`config.mk`:
```
export PLATFORM = sky130hd
export DESIGN_NAME = stdp_array
export DESIGN_NICKNAME = d
export VERILOG_FILES = /design/src/rtl/stdp_array.sv
export SDC_FILE = /design/constraint.sdc
export NUM_CORES = 1
export LEC_CHECK = 0
export ABC_AREA = 1
export BUFFER_PORTS_ARGS = -buffer_cell sky130_fd_sc_hd__buf_4
export CAP_MARGIN = 10
export CORE_ASPECT_RATIO = 1.4
export CORE_UTILIZATION = 65
export CTS_BUF_LIST = sky130_fd_sc_hd__clkbuf_2 sky130_fd_sc_hd__clkbuf_4 sky130_fd_sc_hd__clkbuf_8
export DETAILED_ROUTE_END_ITERATION = 7
export PLACE_DENSITY = 0.86
export SLEW_MARGIN = 20
export SYNTH_ARGS = -nofsm -noshare
export SYNTH_HDL_FRONTEND = slang
export SYNTH_SLANG_ARGS = --single-unit
```
`constraint.sdc`:
```
create_clock -name clk -period 5.6 [get_ports clk]
set_input_delay 1.12 -clock clk [delete_from_list [all_inputs] [get_ports clk]]
set_output_delay 1.12 -clock clk [all_outputs]
set_load 0.1 [all_outputs]
```
`src/rtl/stdp_array.sv`:
```
// rtl/stdp_array.sv - N_PRE LIF pre neurons driving one LIF post neuron through STDP-learned weights
// Optional build macro STDP_LEARN_GATE_EN adds input learn_en that gates all weight updates.
module stdp_array #(
    parameter int                        N_PRE      = 4,
    parameter int                        IN_W       = 8,
    parameter int                        STATE_W    = 9,
    parameter int                        W_W        = 4,
    parameter int                        W_INIT     = 8,
    parameter logic [N_PRE*STATE_W-1:0]  PRE_THR    = {9'd260, 9'd220, 9'd180, 9'd140},
    parameter int                        POST_THR   = 200,
    parameter int                        LEAK_SHIFT = 3,
    parameter int                        TW         = 4,
    parameter int                        WINDOW     = 8,
    parameter int                        DW_LTP     = 1,
    parameter int                        DW_LTD     = 1
) (
    input  logic                   clk,
    input  logic                   rst,
    input  logic [IN_W-1:0]        current,
`ifdef STDP_LEARN_GATE_EN
    input  logic                   learn_en,
`endif
    output logic [N_PRE-1:0]       spike_pre,
    output logic                   spike_post,
    output logic [N_PRE*W_W-1:0]   weights,
    output logic                   w_update
);

    // Wide enough for state + drive without overflow before clamping.
    localparam int EXT_W = ((IN_W > STATE_W) ? IN_W : STATE_W) + 2;
    localparam logic [STATE_W-1:0] S_MAX = {STATE_W{1'b1}};
    localparam logic [TW-1:0]      T_MAX = {TW{1'b1}};
    localparam int                 W_MAX = (1 << W_W) - 1;

    logic [STATE_W-1:0] pre_state_q [N_PRE];
    logic [STATE_W-1:0] pre_state_d [N_PRE];
    logic [N_PRE-1:0]   spike_pre_q, spike_pre_d;
    logic [STATE_W-1:0] post_state_q, post_state_d;
    logic               spike_post_q, spike_post_d;
    logic [TW-1:0]      tpre_q [N_PRE];
    logic [TW-1:0]      tpre_d [N_PRE];
    logic [TW-1:0]      tpost_q, tpost_d;
    logic [W_W-1:0]     w_q [N_PRE];
    logic [W_W-1:0]     w_d [N_PRE];
    logic               w_update_q, w_update_d;
    logic               learn;

`ifdef STDP_LEARN_GATE_EN
    assign learn = learn_en;
`else
    assign learn = 1'b1;
`endif

    // Leaky integration with clamping at the top of the state range.
    function automatic logic [STATE_W-1:0] lif_next(input logic [STATE_W-1:0] s,
                                                    input logic [EXT_W-1:0]   drive);
        logic [EXT_W-1:0] t;
        t = EXT_W'(s) - EXT_W'(s >> LEAK_SHIFT) + drive;
        if (t > EXT_W'(S_MAX)) return S_MAX;
        return t[STATE_W-1:0];
    endfunction

    // Trace counts cycles since the last spike and parks at all-ones.
    function automatic logic [TW-1:0] trace_next(input logic spk, input logic [TW-1:0] t);
        if (spk) return TW'(1);
        if (t == T_MAX) return T_MAX;
        return t + TW'(1);
    endfunction

    // Next-state for neurons, traces and weights.
    always_comb begin
        logic [EXT_W-1:0] post_sum;
        post_sum   = '0;
        w_update_d = 1'b0;
        for (int i = 0; i < N_PRE; i++) begin
            if (pre_state_q[i] >= PRE_THR[i*STATE_W +: STATE_W]) begin
                pre_state_d[i] = '0;
                spike_pre_d[i] = 1'b1;
            end else begin
                pre_state_d[i] = lif_next(pre_state_q[i], EXT_W'(current));
                spike_pre_d[i] = 1'b0;
            end
            if (spike_pre_q[i]) post_sum = post_sum + EXT_W'(w_q[i]);
            tpre_d[i] = trace_next(spike_pre_q[i], tpre_q[i]);

            // Potentiation wins over depression when pre and post coincide.
            w_d[i] = w_q[i];
            if (learn) begin
                if (spike_post_q && (spike_pre_q[i] || (tpre_q[i] <= TW'(WINDOW)))) begin
                    if (int'(w_q[i]) + DW_LTP > W_MAX) w_d[i] = W_W'(W_MAX);
                    else                               w_d[i] = w_q[i] + W_W'(DW_LTP);
                end else if (spike_pre_q[i] && (tpost_q <= TW'(WINDOW))) begin
                    if (int'(w_q[i]) < DW_LTD) w_d[i] = '0;
                    else                       w_d[i] = w_q[i] - W_W'(DW_LTD);
                end
            end
            if (w_d[i] != w_q[i]) w_update_d = 1'b1;
        end
        if (post_sum > EXT_W'(S_MAX)) post_sum = EXT_W'(S_MAX);

        if (post_state_q >= STATE_W'(POST_THR)) begin
            post_state_d = '0;
            spike_post_d = 1'b1;
        end else begin
            post_state_d = lif_next(post_state_q, post_sum);
            spike_post_d = 1'b0;
        end
        tpost_d = trace_next(spike_post_q, tpost_q);
    end

    // State registers; reset clears activity and forgets all spike history.
    always_ff @(posedge clk or posedge rst) begin
        if (rst) begin
            for (int i = 0; i < N_PRE; i++) begin
                pre_state_q[i] <= '0;
                tpre_q[i]      <= T_MAX;
                w_q[i]         <= W_W'(W_INIT);
            end
            spike_pre_q  <= '0;
            post_state_q <= '0;
            spike_post_q <= 1'b0;
            tpost_q      <= T_MAX;
            w_update_q   <= 1'b0;
        end else begin
            for (int i = 0; i < N_PRE; i++) begin
                pre_state_q[i] <= pre_state_d[i];
                tpre_q[i]      <= tpre_d[i];
                w_q[i]         <= w_d[i];
            end
            spike_pre_q  <= spike_pre_d;
            post_state_q <= post_state_d;
            spike_post_q <= spike_post_d;
            tpost_q      <= tpost_d;
            w_update_q   <= w_update_d;
        end
    end

    // Pack weights onto the flat output bus.
    always_comb begin
        weights = '0;
        for (int i = 0; i < N_PRE; i++) weights[i*W_W +: W_W] = w_q[i];
    end

    assign spike_pre  = spike_pre_q;
    assign spike_post = spike_post_q;
    assign w_update   = w_update_q;

endmodule

```
---- After elaboration in Yosys (flattened, before gate mapping) ----
Index checks and enable logic that the tools add are counted.
cells by class
  reductions and logical operators ........ 12
  equality and inequality tests ........... 9
  $lt $le $gt $ge ......................... 24
  mux-type cells .......................... 90
  add/sub/neg operators ................... 30
operator list
  kind                                                               number
  two-way mux 4 bit                                                  37
  two-way mux 9 bit                                                  15
  greater-than comparator 11 x 9 -> 1 bit, second input constant     6
  subtractor 9 x 6 -> 10 bit                                         5
  adder 10 x 9 -> 11 bit                                             4
  two-way mux 11 bit                                                 4
  adder 4 x 1 -> 4 bit, second input constant                        9
  greater-or-equal comparator 9 x 8 -> 1 bit, second input constant  4
  two-way mux 1 bit                                                  34
  adder 11 x 4 -> 11 bit                                             3
  adder 4 x 1 -> 5 bit, second input constant                        4
  equality test 4 bit, second input constant                         5
  greater-than comparator 5 x 4 -> 1 bit, second input constant      4
  <= comparator 4 bit, second input constant                         5
  < comparator 4 x 1 -> 1 bit, second input constant                 4
  inequality test 4 bit                                              4
  subtractor 4 x 1 -> 4 bit, second input constant                   4
  adder 11 bit                                                       1
  greater-or-equal comparator 9 bit, second input constant           1
  logical AND 1 bit                                                  8
  logical OR 1 bit                                                   4
storage, ports and cells
  input bits .............................. 10
  register bits after elaboration ......... 87
  output and inout bits ................... 22
  logic and storage cells ................. 182

---- Logic depth before layout (Yosys ltp) ----
  word-level depth ........................ 15
  gate-level depth with buffers ........... 31
  depth with buffers taken out ............ 30

---- Least setup slack after synthesis ----
Ideal clock, no wire load.
  path kind ............................... reg-to-reg
  from .................................... reg spike_pre_q[0] (netlist: spike_pre[0])
  to ...................................... reg post_state_q[8]
  buffers on the path ..................... 1
  period minus slack after synthesis ...... 5.239 ns
  setup slack ............................. 0.361 ns
  data arrival time ....................... 5.126 ns
  library setup time ...................... 0.113 ns
  stages on the path, launching flop included .. 29
  data required time ...................... 5.487 ns
  cells stage by stage .................... dfrtp_1 buf_4 nand2_1 inv_1 ha_1 inv_1 fa_1 o21ai_0 fa_1 inv_1 o21ai_0 ha_1 nand2_1 nor2_1 a211oi_1 nor2_1 o21ai_0 nor2_1 xnor2_1 ha_1 nand2_1 nor2_1 nand2_1 o211ai_4 nand3_4 o21ai_4 nand3_1 nand2_1 inv_1
between the ends
  cells in the longest elaborated chain, start to end .. 15
RTL lines
  what                                     line  RTL
  from (decl)                              37    logic [N_PRE-1:0] spike_pre_q, spike_pre_d;
  from (signal assigned)                   130   spike_pre_q <= spike_pre_d;
  two-way mux 4 bit (*)                    83    if (spike_pre_q[i]) post_sum = post_sum + EXT_W'(w_q[i]);
  adder 11 x 4 -> 11 bit                   83
  two-way mux 11 bit (*)                   83
  adder 11 x 4 -> 11 bit                   83
  two-way mux 11 bit (*)                   83
  adder 11 x 4 -> 11 bit                   83
  two-way mux 11 bit (*)                   83
  greater-than comparator 11 x 9 -> 1 bit  99    if (post_sum > EXT_W'(S_MAX)) post_sum = EXT_W'(S_MAX);
  two-way mux 11 bit (*)                   99
  adder 11 bit (*)                         58    t = EXT_W'(s) - EXT_W'(s >> LEAK_SHIFT) + drive;
  greater-than comparator 11 x 9 -> 1 bit  59    if (t > EXT_W'(S_MAX)) return S_MAX;
  two-way mux 1 bit                        59
  two-way mux 1 bit                        101   if (post_state_q >= STATE_W'(POST_THR)) begin
  two-way mux 9 bit (*)                    60    return t[STATE_W-1:0];
  two-way mux 9 bit (*)                    101
  net post_state_d[8]                      38    logic [STATE_W-1:0] post_state_q, post_state_d;
  to (signal assigned)                     131   post_state_q <= post_state_d;
  to (decl)                                38
The timed path passes the listed nets; every way through them passes the cells marked *. The select of a mux whose other input is x is not followed.

---- Worst setup path in the final report ----
  from .................................... reg spike_pre_q[0] (netlist: spike_pre[0])
  to ...................................... reg post_state_q[3]
The elaborated chain is that of the path after synthesis.

==> flow_summary.yaml <==
timing:
  drv_slew: 0
  tightest_slew_ns: 0.872
  hold_viol: 0
  max-slew-margin-rel_pct: 41.6
  finalSetupViolCount: 0
  timing.fmax_mhz: 194
  skew_ns: 0.00485
  layout_min_cycle_time_ns: 5.16
  setup_tns_ns: 0
  fin_crit_sh_pct: 92.1
  grt_setup_unrepaired: "false"
synthesis:
  yosys.area.top_type_share_pct: 19.0
  synthFlopType: "dfrtp_1"
  yosysTopAreaCell: "dfrtp_1"
  ys_types: 52
  synth_async_sr_flop_share_pct: 100
  yosys_warnings: 0
  synth.ff_latch_count: 87
  synth.most_common_cell: "nand2_1"
  syn_area_per_cell_um2: 7.50
  synth_area_um2: 8280
  ys_top_cells_by_area: "dfrtp_1, ha_1, nand2_1"
  synthTopCellsByCount: "nand2_1, inv_1, a21oi_1"
  seq_area_frac_synth_pct: 26.6
  synth_fp_nets: 1225
  synth_edf_count: 0
  synthCells: 1104
clocking:
  cts-buffers-inserted: 9
  cts_tree: "yes"
  path_clk_slew_ns: 0.08
  cts_htree_levels: 3
  ctsResizeCount: 0
  clock-sinks: 87
  insertion_delay_ns: 0.35
  cts_buffer_depth: 2
  hold_buffers: 0
  root_buffer: "clkbuf_8"
  cts_setup_buffers: 0
place:
  hpwl_um: 13500
  portBuffers: 31
  gp_congestion: 0.882
routing:
  vias: 7219
  wl_um: 17200
  drc: 0
  drt-pass1-iter-count: 5
  vias_per_cell: 5.57
  drtAntennaViolNets: 0
  drt-wirelength-per-cell_um: 13.3
  drt_iter0_markers: 276
layout:
  antenna_cells: 0
  fin_nets: 1261
  post_route_cells_drive_above_1_share_pct: 11.4
  fillCellCount: 972
  syn_to_final_growth_pct: 7.49
setup_path:
  rr_endpoint: "post_state_q[3]"
  critPathRequiredTime_ns: 5.85
  cp_max_fo: 10
  worstSetupEndpointType: "flop"
  regToRegStartpoint: "spike_pre[0]"
  crit_arrival_ns: 5.41
  critPathKind: "reg2reg"
  reg2reg_depth: 27
  critPathLaunchType: "flop"
  slowest_delay_ns: 0.56
  cpMostUsedCell: "nand2_1"
  r2r_slack_ns: 0.44
  slowest_stage: "fa_1"
floorplanning:
  core_area_um2: 12400
  die_x_um: 97.4
  die_h_um: 136
  pin_count: 32
  start_util_pct: 66.9
  rows: 48
  die_area_um2: 13200
hold_path:
  hold-path-endpoint: "tpost_q[0]"
  hp-start: "tpost_q[0]"
  whs_path_depth: 1
  min_path_type: "reg2reg"
grt:
  track_usage_pct: 27.2
  grt_pass1_vias: 7102
  antenna_found_initial: 0
  grt_max_degree: 51
  grt_pass1_wl_um: 29600
  grt-ovfl-total: 0
flow_run:
  drv_cap: 0
outcome:
  status: "finished clean"
worst max-delay path: cells and delay by family (launching register included):
kind                       cells  cell delay, ns
AOI/OAI and AO/OA              6            1.30
buffers and inverters          4            0.21
and+or+nand+nor               11            1.05
xor gates and xnor gates       1            0.13
adders and majority gates      5            1.83
DFF                            1            0.54
kinds of logic after synthesis:
group                      after synthesis  synth area share [%]
DFF                                     87                  26.6
and+or+nand+nor                        411                  22.5
adders and majority gates              111                  17.9
buffers and inverters                  211                  10.0
AOI/OAI and AO/OA                      206                  14.5
xor gates and xnor gates                78                  8.34
registers in the layout (all words and copies together), names as in the netlist:
signal        cells
post_state_q      9
pre_state_q      36
spike_post        1
spike_pre         4
tpost_q           4
tpre_q           16
w_update          1
weights          16
area by class of cell:
class | count | area (µm²) | share of cell area (%)
multi-input combinational | 806 | 5240 | 58.9
sequential | 87 | 2210 | 24.8
inverter | 204 | 793 | 8.91
timing repair buffer | 32 | 240 | 2.70
tap | 150 | 188 | 2.11
clock buffer | 13 | 166 | 1.87
clock inverter | 3 | 65.1 | 0.731
cells in the final DEF (no fill, tap or decap), types with 8 or more instances in the layout:
master / instances
a211oi_1: 8
a21oi_1: 108
a31oi_1: 8
buf_4: 32
clkbuf_8: 11
dfrtp_1: 63
dfstp_2: 24
fa_1: 13
ha_1: 98
inv_1: 188
inv_2: 12
nand2_1: 219
nand2_2: 12
nand3_1: 86
nand3b_1: 9
nor2_1: 48
nor3_1: 13
o21ai_0: 33
o21ai_1: 14
o21ai_2: 9
xnor2_1: 22
xor2_1: 55
worst max-delay path by stage:
stage / slack (ns) / startpoint / to / cells after the start
2_1_floorplan: 0.36 / spike_pre[0] / post_state_q[8] / 28
5_1_grt: 0.004 / spike_pre[0] / post_state_q[5] / 27
3_3_place_gp: 0.77 / spike_pre[0] / post_state_q[5] / 27
4_1_cts: 0.49 / spike_pre[0] / post_state_q[3] / 27
3_5_place_dp: 0.52 / spike_pre[0] / post_state_q[1] / 27
6_report: 0.44 / spike_pre[0] / post_state_q[3] / 27
per-stage QoR:
step                utilization, %  setup slack (ns)  hold slack [ns]  area [µm²]  cells
floorplan                        -             0.361            0.461        8280   1104
finish                        72.0             0.441            0.494        8900   1295
global placement              70.1             0.766            0.474        8670   1279
global route                  72.0           0.00423            0.510        8900   1295
CTS                           72.0             0.489            0.499        8900   1295
detailed placement            70.1             0.524            0.477        8670   1279
per-layer routing:
layer	global-route usage (%)	up-vias	part of all wire, %	wire length [µm]
li1	-	3671	-	-
met1	29.3	3364	41	6960
met3	3.15	48	2.8	487
met5	0	-	0	0
met4	14.1	0	3.8	658
met2	51.7	136	53	9070
Power is not shown: default switching activity piles up to over one toggle a cycle in this logic, so the estimate is an artifact.
